<file path="config.mk">
export PLATFORM = sky130hd
export DESIGN_NAME = freq_meter_flat
export DESIGN_NICKNAME = d
export VERILOG_FILES = /design/src/rtl/freq_meter_pkg.sv /design/src/rtl/freq_meter_if.sv /design/src/rtl/freq_meter_sync_edge_det.sv /design/src/rtl/freq_meter.sv /design/src/flat_wrapper.sv
export SDC_FILE = /design/constraint.sdc
export NUM_CORES = 1
export LEC_CHECK = 0
export ABC_AREA = 1
export ABC_CLOCK_PERIOD_IN_PS = 3300
export BUFFER_PORTS_ARGS = -buffer_cell sky130_fd_sc_hd__buf_2
export CORE_MARGIN = 2
export CORE_UTILIZATION = 50
export CTS_CLUSTER_DIAMETER = 200
export DETAILED_ROUTE_END_ITERATION = 8
export PLACE_DENSITY = 0.68
export SETUP_SLACK_MARGIN = 0.02
export SLEW_MARGIN = 20
export SYNTH_ARGS = -nofsm -noshare
export SYNTH_HDL_FRONTEND = slang
export SYNTH_SLANG_ARGS = --single-unit
export TNS_END_PERCENT = 10
</file>
<file path="constraint.sdc">
create_clock -name clk -period 3.3 [get_ports clk]
set_clock_uncertainty 0.15 [all_clocks]
set_input_delay 0.165 -clock clk [delete_from_list [all_inputs] [get_ports clk]]
set_output_delay 0.165 -clock clk [all_outputs]
set_load 0.05 [all_outputs]
</file>
<file path="src/rtl/freq_meter_pkg.sv">
// freq_meter shared types and helpers.
// Imported by the frequency meter top level.
package freq_meter_pkg;

    typedef enum logic [1:0] {
        ST_IDLE = 2'd0,
        ST_ARM  = 2'd1,
        ST_GATE = 2'd2
    } state_t;

    localparam int CNT_W_DEF = 32;

    function automatic int gate_w(input int n);
        return (n < 2) ? 1 : $clog2(n);
    endfunction

    function automatic logic [63:0] sat_max(input int w);
        return (w >= 64) ? '1 : ((64'd1 << w) - 64'd1);
    endfunction

endpackage

</file>
<file path="src/rtl/freq_meter_if.sv">
// freq_meter control/result bundle.
// The master drives stimulus; the slave is the meter.
interface freq_meter_if #(
    parameter int CntWidth = 32
);
    logic                sig_in;
    logic                start;
    logic                mode_cont;
    logic [CntWidth-1:0] count;
    logic                valid;
    logic                busy;
    logic                overflow;

    modport master (
        output sig_in, start, mode_cont,
        input  count, valid, busy, overflow
    );

    modport slave (
        input  sig_in, start, mode_cont,
        output count, valid, busy, overflow
    );
endinterface

</file>
<file path="src/rtl/freq_meter_sync_edge_det.sv">
// Multi-flop synchronizer plus history flop.
// o_rise pulses for one clk per synchronized rising edge.
module sync_edge_det #(
    parameter int SyncStages = 2
) (
    input  logic clk,
    input  logic rst_n,
    input  logic i_sig,
    output logic o_rise
);
    logic [SyncStages-1:0] r_sync;
    logic                  r_hist;

    always_ff @(posedge clk) begin
        if (!rst_n) begin
            r_sync <= '0;
            r_hist <= 1'b0;
        end else begin
            r_sync <= {r_sync[SyncStages-2:0], i_sig};
            r_hist <= r_sync[SyncStages-1];
        end
    end

    assign o_rise = r_sync[SyncStages-1] & ~r_hist;
endmodule

</file>
<file path="src/rtl/freq_meter.sv">
// Gated edge counter: counts sig_in rises over GateCycles clk cycles.
// Continuous mode re-arms the window with no dead time.
module freq_meter
    import freq_meter_pkg::*;
#(
    parameter int OscF       = 24_000_000,
    parameter int GateCycles = OscF,
    parameter int CntWidth   = CNT_W_DEF,
    parameter int SyncStages = 2
) (
    input  logic         clk,
    input  logic         rst_n,
    freq_meter_if.slave  bus
);
    localparam int GW = gate_w(GateCycles);
    localparam int AW = gate_w(SyncStages + 2);
    localparam logic [CntWidth-1:0] CNT_MAX = CntWidth'(sat_max(CntWidth));
    localparam logic [GW-1:0] GATE_LAST = GW'(GateCycles - 1);
    localparam logic [AW-1:0] ARM_LAST = AW'(SyncStages);

    state_t              r_state;
    state_t              w_next;
    logic [AW-1:0]       r_arm_ctr;
    logic [GW-1:0]       r_gate_ctr;
    logic [CntWidth-1:0] r_edge_ctr;
    logic [CntWidth-1:0] r_count;
    logic                r_ovf;
    logic                r_valid;
    logic                r_overflow;

    logic                w_rise;
    logic                w_arm_done;
    logic                w_gate_last;
    logic                w_sum_ovf;
    logic [CntWidth-1:0] w_edge_sum;

    sync_edge_det #(
        .SyncStages(SyncStages)
    ) u_sync (
        .clk   (clk),
        .rst_n (rst_n),
        .i_sig (bus.sig_in),
        .o_rise(w_rise)
    );

    always_comb begin
        w_arm_done  = (r_state == ST_ARM) && (r_arm_ctr == ARM_LAST);
        w_gate_last = (r_state == ST_GATE) && (r_gate_ctr == GATE_LAST);
        w_sum_ovf   = w_rise && (r_edge_ctr == CNT_MAX);
        w_edge_sum  = w_sum_ovf ? CNT_MAX : r_edge_ctr + CntWidth'(w_rise);
        w_next      = r_state;
        unique case (r_state)
            ST_IDLE: if (bus.start) w_next = ST_ARM;
            ST_ARM:  if (w_arm_done) w_next = ST_GATE;
            ST_GATE: if (w_gate_last && !bus.mode_cont) w_next = ST_IDLE;
            default: w_next = ST_IDLE;
        endcase
    end

    always_ff @(posedge clk) begin
        if (!rst_n) begin
            r_state    <= ST_IDLE;
            r_arm_ctr  <= '0;
            r_gate_ctr <= '0;
            r_edge_ctr <= '0;
            r_count    <= '0;
            r_ovf      <= 1'b0;
            r_valid    <= 1'b0;
            r_overflow <= 1'b0;
        end else begin
            r_state <= w_next;
            r_valid <= 1'b0;
            if (r_state == ST_ARM) begin
                r_arm_ctr  <= w_arm_done ? '0 : r_arm_ctr + AW'(1);
                r_gate_ctr <= '0;
                r_edge_ctr <= '0;
                r_ovf      <= 1'b0;
            end else if (r_state == ST_GATE) begin
                // Final cycle folds in its own rise before publishing.
                if (w_gate_last) begin
                    r_count    <= w_edge_sum;
                    r_overflow <= r_ovf | w_sum_ovf;
                    r_valid    <= 1'b1;
                    r_gate_ctr <= '0;
                    r_edge_ctr <= '0;
                    r_ovf      <= 1'b0;
                end else begin
                    r_gate_ctr <= r_gate_ctr + GW'(1);
                    r_edge_ctr <= w_edge_sum;
                    r_ovf      <= r_ovf | w_sum_ovf;
                end
            end else begin
                r_arm_ctr <= '0;
            end
        end
    end

    assign bus.count    = r_count;
    assign bus.valid    = r_valid;
    assign bus.busy     = (r_state != ST_IDLE);
    assign bus.overflow = r_overflow;
endmodule

</file>
<file path="src/flat_wrapper.sv">
// flat-port wrapper written by rule: the top's interface ports become plain ports
module freq_meter_flat import freq_meter_pkg::*;
#(
    parameter int OscF       = 24_000_000,
    parameter int GateCycles = OscF,
    parameter int CntWidth   = CNT_W_DEF,
    parameter int SyncStages = 2
)
  (clk, rst_n, bus_sig_in, bus_start, bus_mode_cont, bus_count, bus_valid, bus_busy, bus_overflow);
  freq_meter_if #(.CntWidth(CntWidth)) bus_i ();
  input  logic clk;
  input  logic rst_n;
  input wire logic [$bits(bus_i.sig_in)-1:0] bus_sig_in;
  input wire logic [$bits(bus_i.start)-1:0] bus_start;
  input wire logic [$bits(bus_i.mode_cont)-1:0] bus_mode_cont;
  output wire logic [$bits(bus_i.count)-1:0] bus_count;
  output wire logic [$bits(bus_i.valid)-1:0] bus_valid;
  output wire logic [$bits(bus_i.busy)-1:0] bus_busy;
  output wire logic [$bits(bus_i.overflow)-1:0] bus_overflow;
  assign bus_i.sig_in = bus_sig_in;
  assign bus_i.start = bus_start;
  assign bus_i.mode_cont = bus_mode_cont;
  assign bus_count = bus_i.count;
  assign bus_valid = bus_i.valid;
  assign bus_busy = bus_i.busy;
  assign bus_overflow = bus_i.overflow;
  freq_meter #(.OscF(OscF), .GateCycles(GateCycles), .CntWidth(CntWidth), .SyncStages(SyncStages)) u_core (.clk(clk), .rst_n(rst_n), .bus(bus_i));
endmodule
</file>
==> metrics.md, run 1 <==
| Metric | Value |
|---|---|
| Outcome | finished clean |
| Worst slew margin | between 40 and 50% |
| Syn Area/Cell | 6.869 um2 |
| Hpwl dp | 9586 um |
| CP required | 3.49 ns |
| RePlAce Congestion | between 0.9 and 1 |
| Cell Area, Placed | 0.005719 mm2 |
| Slew Limit Fails | 0 |
| Area delta synth->final | 8.767% |
| Synth Flop Type | dfxtp_1 |
| Tightest Pin Transition | 0.7979 ns |
| First-pass DRT Iterations | 5 |
| Core Region | about 0.011 mm2 |
| Post-Syn Area | 0.005509 mm2 |
| Critical Path AT | 2.94 ns |
| Top cell type's share of synthesized area | 35.98% |
| Post-synth EDFFs | 0 |
| Chip Width | 109.0 um |
| Initial Util | 51.04% |
| CP max FO | 37 |
| Hold Violations, Final | 0 |
| Worst-Skew Late Latency | 0.39 ns |
| Worst-path clk slew | 0.09 ns |
| VDD IR max | approximately 450 uV |
| Setup crit end kind | flip-flop |
| Die ar. | approximately 0.012 mm2 |
| Library cells used by synthesis | 43 |
| Max Buffers Root-to-Sink | 2 |
| Drt via density | 5.169 |
| Crit path time final | between 2 and 3 ns |
| Clock root buffer | clkbuf_8 |
| Die height | 109.0 um |
| Diode count | 0 |
| Ys Warns | 0 |
| GRT overflow | 0 |
| Min-Delay Startpoint | bus_mode_cont |
| Final setup viols | 0 |
| Worst Setup Start Kind | flip-flop |
| Slowest stage delay, CP | a little under 0.6 ns |
| Critical path class | reg -> reg |
| WL per Instance | 13.67 um |
| Async SR Flop Fraction | 0% |
| Reg2Reg Setup Slack | 0.54 ns |
| DRC | 0 |
| I/O Buffers | 39 |
| Worst hold stages | 5 |
| Reg2Reg Depth | 9 |
| Largest net degree at the start of global routing | 38 |
| Initial antenna violation count | 0 |
| Commonest cells post-synth | nand2_1 (202), inv_1 (109), dfxtp_1 (99), nor2_1 (88), a21oi_1 (67) |
| Fill cells | about 1100 |
| Max-Cap Viols | 0 |
| Final nets | 846 |
| Post-Syn Instances | 802 |
| CTS tree | built |
| CTS sink cnt | 99 |
| Top-count cell post-synth | nand2_1 |
| Final wirelength | 13430 um |
| Hold crit path type | in -> reg |
| Design Area, Final | 0.005992 mm2 |
| H-tree levels | 3 |
| Crit-path cells | inv_2, nand2_1, buf_4, inv_4, nand2_1, nand4_1, dlygate4sd3_1, a21oi_1, dlygate4sd3_1 |
| Crit-path slowest cell | dlygate4sd3_1 |
| Share of cells above drive strength 1 | 15.90% |
| Fin Setup TNS | 0 ns |
| FF-to-FF Start | u_core.r_state[0]$_SDFFE_PN0P_ |
| I/O pins | 40 |
| Post-CTS Setup Bufs | 0 |
| RSZ-0062 raised after global routing | no |
| Vias in the first global route | 4538 |
| Leakage power | between 2 and 2.5 nW |
| FP Rows | 38 |
| Post-synth top area cell | dfxtp_1 |
| Total track usage | 23.92% |
| Post-CTS resize count | 0 |
| Hold endpoint | u_core.r_state[1]$_SDFFE_PN0P_ |
| Area contributors post-synth | dfxtp_1 (36%), nand2_1 (14%), inv_1 (7.4%), a21oi_1 (6.1%), nor2_1 (6.0%) |
| Final period util | 83.54% |
| F_max | between 0.3 and 0.4 GHz |
| Antenna Nets Post-Route | 0 |
| Overall Power | about 2.4 mW |
| Reg-to-Reg End | u_core.r_state[0]$_SDFFE_PN0P_ |
| Power density over the cells | 404.3 mW/mm2 |
| Global-route wire length before repair | 22070 um |
| Initial DRC Count | 360 |
| Number of synthesized register bits | 99 |
| Via count | 5081 |
| Seq/Total Area, Yosys | 35.98% |
| CTS Buf Count | 9 |
| Net count after synthesis | 810 |
## cell type report
class,instances,area [um2],area share [%]
Inverter,115,436.7,7.288
Timing Repair Buffer,48,277.8,4.636
Tap cell,140,175.2,2.923
Multi-Input combinational cell,565,2908,48.53
Sequential cell,99,1982,33.08
Clock buffer,12,165.2,2.756
Clock inverter,4,47.55,0.7935
## what timing repair did
action / 4_1_cts / 5_1_grt
hold endpoints to repair: 7 / 0
setup endpoints to repair: 0 / 0
hold buffers: 6 / 0
## worst max-delay path, delay by kind of cell (launching register included)
kind / cells / cell delay [ns]
buf+inv: 5 / 1.74
flops: 1 / 0.35
simple gates: 3 / 0.30
compound gates: 1 / 0.15
## state kept, by name, indices dropped and copies added, names as in the netlist
name	cells
u_core.bus.count	32
u_core.r_arm_ctr	2
u_core.u_sync.r_sync	2
u_core.r_ovf	1
u_core.u_sync.r_hist	1
u_core.bus.valid	1
u_core.bus.overflow	1
u_core.r_gate_ctr	25
u_core.r_edge_ctr	32
u_core.r_state	2
## through the flow
| stage | util (%) | hold slack [ns] | cells | setup WS, ns |
|---|---|---|---|---|
| after global routing | 55.52 | 0.1232 | 983 | 0.4130 |
| final | 55.52 | 0.1188 | 983 | 0.5431 |
| after CTS | 55.52 | 0.1068 | 983 | 0.5861 |
| after detailed placement | 52.99 | 0.2250 | 961 | 1.004 |
| after floorplan | - | 0.1085 | 802 | 1.290 |
| after global placement | 52.99 | 0.1973 | 961 | 1.093 |
## layout by cell type, fill, tap and decap left out, types with 2 or more instances in the layout
cell | Yosys | routed
nand2_1 | 202 | 202
inv_1 | 109 | 109
dfxtp_1 | 99 | 99
nor2_1 | 88 | 88
a21oi_1 | 67 | 67
nand3_1 | 39 | 39
buf_2 | 5 | 39
o21a_1 | 26 | 26
nand2_2 | 19 | 19
o21ai_0 | 17 | 17
nor2_2 | 15 | 15
clkbuf_8 | 1 | 12
nand3_2 | 11 | 11
nor3_1 | 10 | 10
a21oi_2 | 10 | 10
xor2_1 | 9 | 9
nand3b_1 | 7 | 7
nand4_1 | 7 | 7
o21ai_1 | 6 | 6
dlygate4sd3_1 | 0 | 6
nor2_4 | 5 | 5
inv_2 | 4 | 4
xnor2_1 | 3 | 3
or2_0 | 3 | 3
ha_1 | 3 | 3
buf_4 | 0 | 3
and2_1 | 2 | 2
nand2_4 | 2 | 2
nor3_2 | 2 | 2
inv_4 | 2 | 2
a211oi_1 | 2 | 2
clkinv_2 | 0 | 2
## worst max path at each step
stage                                                  start                            endpoint  slack [ns]
after global routing          u_core.r_state[0]$_SDFFE_PN0P_      u_core.r_state[0]$_SDFFE_PN0P_        0.41
final                         u_core.r_state[0]$_SDFFE_PN0P_      u_core.r_state[0]$_SDFFE_PN0P_        0.54
after detailed placement   u_core.r_gate_ctr[0]$_SDFFE_PP0N_   u_core.r_edge_ctr[5]$_SDFFE_PP0N_        1.00
after CTS                     u_core.r_state[0]$_SDFFE_PN0P_      u_core.r_state[0]$_SDFFE_PN0P_        0.59
after floorplan           u_core.u_sync.r_sync[1]$_SDFF_PN0_   u_core.bus.count[16]$_SDFFE_PN0P_        1.29
after global placement    u_core.r_edge_ctr[13]$_SDFFE_PP0N_  u_core.r_edge_ctr[31]$_SDFFE_PP0N_        1.09
## cells by family (layout without fill, tap and decap cells)
logic type,Yosys count,count (layout),share of synthesized area (%)
adders and majority gates,3,3,0.6814
DFF,99,99,35.98
AOI/OAI and AO/OA,131,131,14.04
xor gates and xnor gates,12,12,1.908
buffers and inverters,138,179,11.24
and+or+nand+nor,419,419,36.16
## where the power goes
part	switching, mW	leakage (nW)	internal (mW)
combinational	0.280	1.51	0.0770
sequential	0.0168	0.798	1.22
clock	0.422	0.108	0.410
## layer usage
| metal | track usage [%] | up-vias | share of wire [%] |
|---|---|---|---|
| li1 | - | 2596 | - |
| met1 | 32.62 | 2341 | 49 |
| met2 | 38.07 | 133 | 44 |
| met3 | 5.260 | 11 | 5.1 |
| met4 | 6.593 | 0 | 0.98 |
| met5 | 0 | - | 0 |
No activity file was read; power rests on OpenSTA's default activity.
==> inputs of run 2 (changes only) <==
--- a/config.mk
+++ b/config.mk
@@ -6,7 +6,7 @@
 export NUM_CORES = 1
 export LEC_CHECK = 0
 export ABC_AREA = 1
-export ABC_CLOCK_PERIOD_IN_PS = 3300
+export ABC_CLOCK_PERIOD_IN_PS = 2700
 export BUFFER_PORTS_ARGS = -buffer_cell sky130_fd_sc_hd__buf_2
 export CORE_MARGIN = 2
 export CORE_UTILIZATION = 50
==> constraint.sdc (replaced) <==
create_clock -name clk -period 2.7 [get_ports clk]
set_clock_uncertainty 0.15 [all_clocks]
set_input_delay 0.135 -clock clk [delete_from_list [all_inputs] [get_ports clk]]
set_output_delay 0.135 -clock clk [all_outputs]
set_load 0.05 [all_outputs]
==> metrics.md, run 2 (synthesis results as in run 1) <==
| Metric | Value |
|---|---|
| Outcome | finished clean (unchanged) |
| NetSw | 860.7 uW (was 719.4 uW) |
| Final worst slack | 0.2543 ns (was 0.5431 ns) |
| WL per Instance | 13.88 um (was 13.67 um) |
| Worst slew margin | 61.71% (was 46.73%) |
| Multi-input logic area | 0.002908 mm2 (unchanged) |
| F_max | 0.4089 GHz (was 0.3627 GHz) |
| Final nets | 850 (was 846) |
| RSZ-0062 raised after global routing | no (unchanged) |
| Leakage power | 2.416 nW (was 2.415 nW) |
| Die ar. | 0.01187 mm2 (unchanged) |
| Reg2Reg Setup Slack | 0.25 ns (was 0.54 ns) |
| Hold crit path type | in -> reg (unchanged) |
| I/O pins | 40 (unchanged) |
| Chip Width | 109.0 um (unchanged) |
| CTS tree | built (unchanged) |
| Critical Path AT | 2.62 ns (was 2.94 ns) |
| Fill cells | 1075 (was 1053) |
| Commonest non-fill, non-tap cell in the layout | nand2_1 (unchanged) |
| Share of cells above drive strength 1 | 15.94% (was 15.90%) |
| Pre-CTS setup slack | 0.4442 ns (was 1.004 ns) |
| Most frequent cells in the layout | nand2_1 (202), inv_1 (109), dfxtp_1 (99), nor2_1 (88), a21oi_1 (67) (unchanged) |
| FP Rows | 38 (unchanged) |
| GRT overflow | 0 (unchanged) |
| CP required | 2.88 ns (was 3.49 ns) |
| Hpwl dp | 9910 um (was 9586 um) |
| I/O Buffers | 39 (unchanged) |
| Worst-path clk slew | 0.09 ns (about the same) |
| Area delta synth->final | 8.585% (was 8.767%) |
| Critical path class | reg -> reg (unchanged) |
| First-pass DRT Iterations | 6 (was 5) |
| Initial Util | 51.04% (unchanged) |
| Post-CTS Setup Bufs | 0 (unchanged) |
| Storage element area | 0.001982 mm2 (unchanged) |
| Final setup viols | 0 (unchanged) |
| Share of power burned in registers | 53.1% (was 50.9%) |
| Fin Setup TNS | 0 ns (unchanged) |
| Max Buffers Root-to-Sink | 2 (unchanged) |
| Diode count | 0 (unchanged) |
| Final period util | 90.58% (was 83.54%) |
| Hold Violations, Final | 0 (unchanged) |
| Gate power share | 15.9% (was 14.8%) |
| VDD IR max | 546.4 uV (was 453.5 uV) |
| DRC | 0 (unchanged) |
| Reg2Reg Depth | 8 (was 9) |
| CP max FO | 9 (was 37) |
| Internal cell power | 1.977 mW (was 1.703 mW) |
| Crit path time final | 2.446 ns (was 2.757 ns) |
| RePlAce Congestion | 0.9743 (was 0.9309) |
| Worst Setup Start Kind | flip-flop (unchanged) |
| Antenna Nets Post-Route | 0 (unchanged) |
| Clock root buffer | clkbuf_8 (unchanged) |
| Total track usage | 24.99% (was 23.92%) |
| Tightest Pin Transition | 0.5732 ns (was 0.7979 ns) |
| Vias in the first global route | 4762 (was 4538) |
| CTS Buf Count | 9 (unchanged) |
| Max-Cap Viols | 0 (unchanged) |
| Reg-to-Reg End | u_core.r_state[0]$_SDFFE_PN0P_ (unchanged) |
| Global-route wire length before repair | 23010 um (was 22070 um) |
| FF-to-FF Start | u_core.r_state[0]$_SDFFE_PN0P_ (unchanged) |
| Final wirelength | 13700 um (was 13430 um) |
| H-tree levels | 3 (unchanged) |
| Sw frac | 30.34% (was 29.70%) |
| Layout Utilization | 55.43% (was 55.52%) |
| Final hold slack | 0.07012 ns (was 0.1188 ns) |
| Slew Limit Fails | 0 (unchanged) |
| Core Region | 0.01079 mm2 (unchanged) |
| CP startpoint | u_core.r_state[0]$_SDFFE_PN0P_ (unchanged) |
| Worst-Skew Late Latency | 0.38 ns (was 0.39 ns) |
| Setup crit end kind | flip-flop (unchanged) |
| Cell Area, Placed | 0.005749 mm2 (was 0.005719 mm2) |
| Via count | 5055 (was 5081) |
| CTS sink cnt | 99 (unchanged) |
| Critical Path Sink | u_core.r_state[0]$_SDFFE_PN0P_ (unchanged) |
| Initial DRC Count | 295 (was 360) |
| Drt via density | 5.122 (was 5.169) |
| Clock power frac | 31.0% (was 34.3%) |
| Initial antenna violation count | 0 (unchanged) |
| Design Area, Final | 0.005982 mm2 (was 0.005992 mm2) |
| Power density over the cells | 474.3 mW/mm2 (was 404.3 mW/mm2) |
| Die height | 109.0 um (unchanged) |
| Largest net degree at the start of global routing | 35 (was 38) |
==> run 2: changes by cell type in the layout (fill, tap and decap cells not counted) <==
cell | before | now
bufinv_16 | 1 | 0
clkinvlp_4 | 1 | 0
buf_4 | 3 | 7
clkbuf_1 | 0 | 3
clkbuf_8 | 12 | 11
==> run 2: routing by layer <==
| layer | GRT usage [%] | wire length, um |
|---|---|---|
| met1 | 34.15 | 6597 |
| met3 | 4.065 | 719 |
| met5 | 0 | 0 |
| met4 | 8.700 | 214 |
| met2 | 39.93 | 6165 |
==> run 2: per-stage QoR <==
stage	power [mW]	std cells
finish	2.837	987
global route	2.971	987
CTS	2.863	987
detailed placement	1.970	965
global placement	1.963	965
floorplan	1.884	802
==> run 2: worst min path at each step <==
stage,startpoint,endpoint,cells after the start
2_1_floorplan,rst_n,u_core.u_sync.r_hist$_SDFF_PN0_,2
3_3_place_gp,bus_sig_in,u_core.u_sync.r_sync[0]$_SDFF_PN0_,3
3_5_place_dp,bus_sig_in,u_core.u_sync.r_sync[0]$_SDFF_PN0_,3
4_1_cts,bus_mode_cont,u_core.r_state[1]$_SDFFE_PN0P_,5
5_1_grt,bus_mode_cont,u_core.r_state[1]$_SDFFE_PN0P_,5
6_report,bus_mode_cont,u_core.r_state[1]$_SDFFE_PN0P_,5
==> run 2: layout make-up <==
| class | count | area share [%] |
|---|---|---|
| Clock buffer | 14 | 2.719 |
| Inverter | 115 | 7.300 |
| Tap cell | 140 | 2.928 |
| Timing Repair Buffer | 52 | 5.145 |
| Multi-Input combinational cell | 565 | 48.61 |
| Sequential cell | 99 | 33.13 |
| Clock inverter | 2 | 0.1673 |
==> run 2: worst max-delay path: stages, from the launching register on <==
cell	delay, ns
dfxtp_1	0.35
inv_2	0.05
nand2_1	0.28
inv_4	0.13
nand2_1	0.11
nand4_1	0.08
dlygate4sd3_1	0.57
a21oi_1	0.13
dlygate4sd3_1	0.54
==> run 2: power by group through the flow <==
stage | Combinational [mW] | Clock, mW | Sequential [mW]
global placement | 0.424 | 0 | 1.54
detailed placement | 0.429 | 0 | 1.54
CTS | 0.449 | 0.907 | 1.51
floorplan | 0.348 | 0 | 1.54
global route | 0.503 | 0.958 | 1.51
finish | 0.451 | 0.879 | 1.51
==> run 2: timing repair <==
action | 4_1_cts | 5_1_grt
resized for setup | 0 | 0
hold buffers | 6 | 0
hold endpoints to repair | 7 | 0
endpoints found under the setup margin | 0 | 0
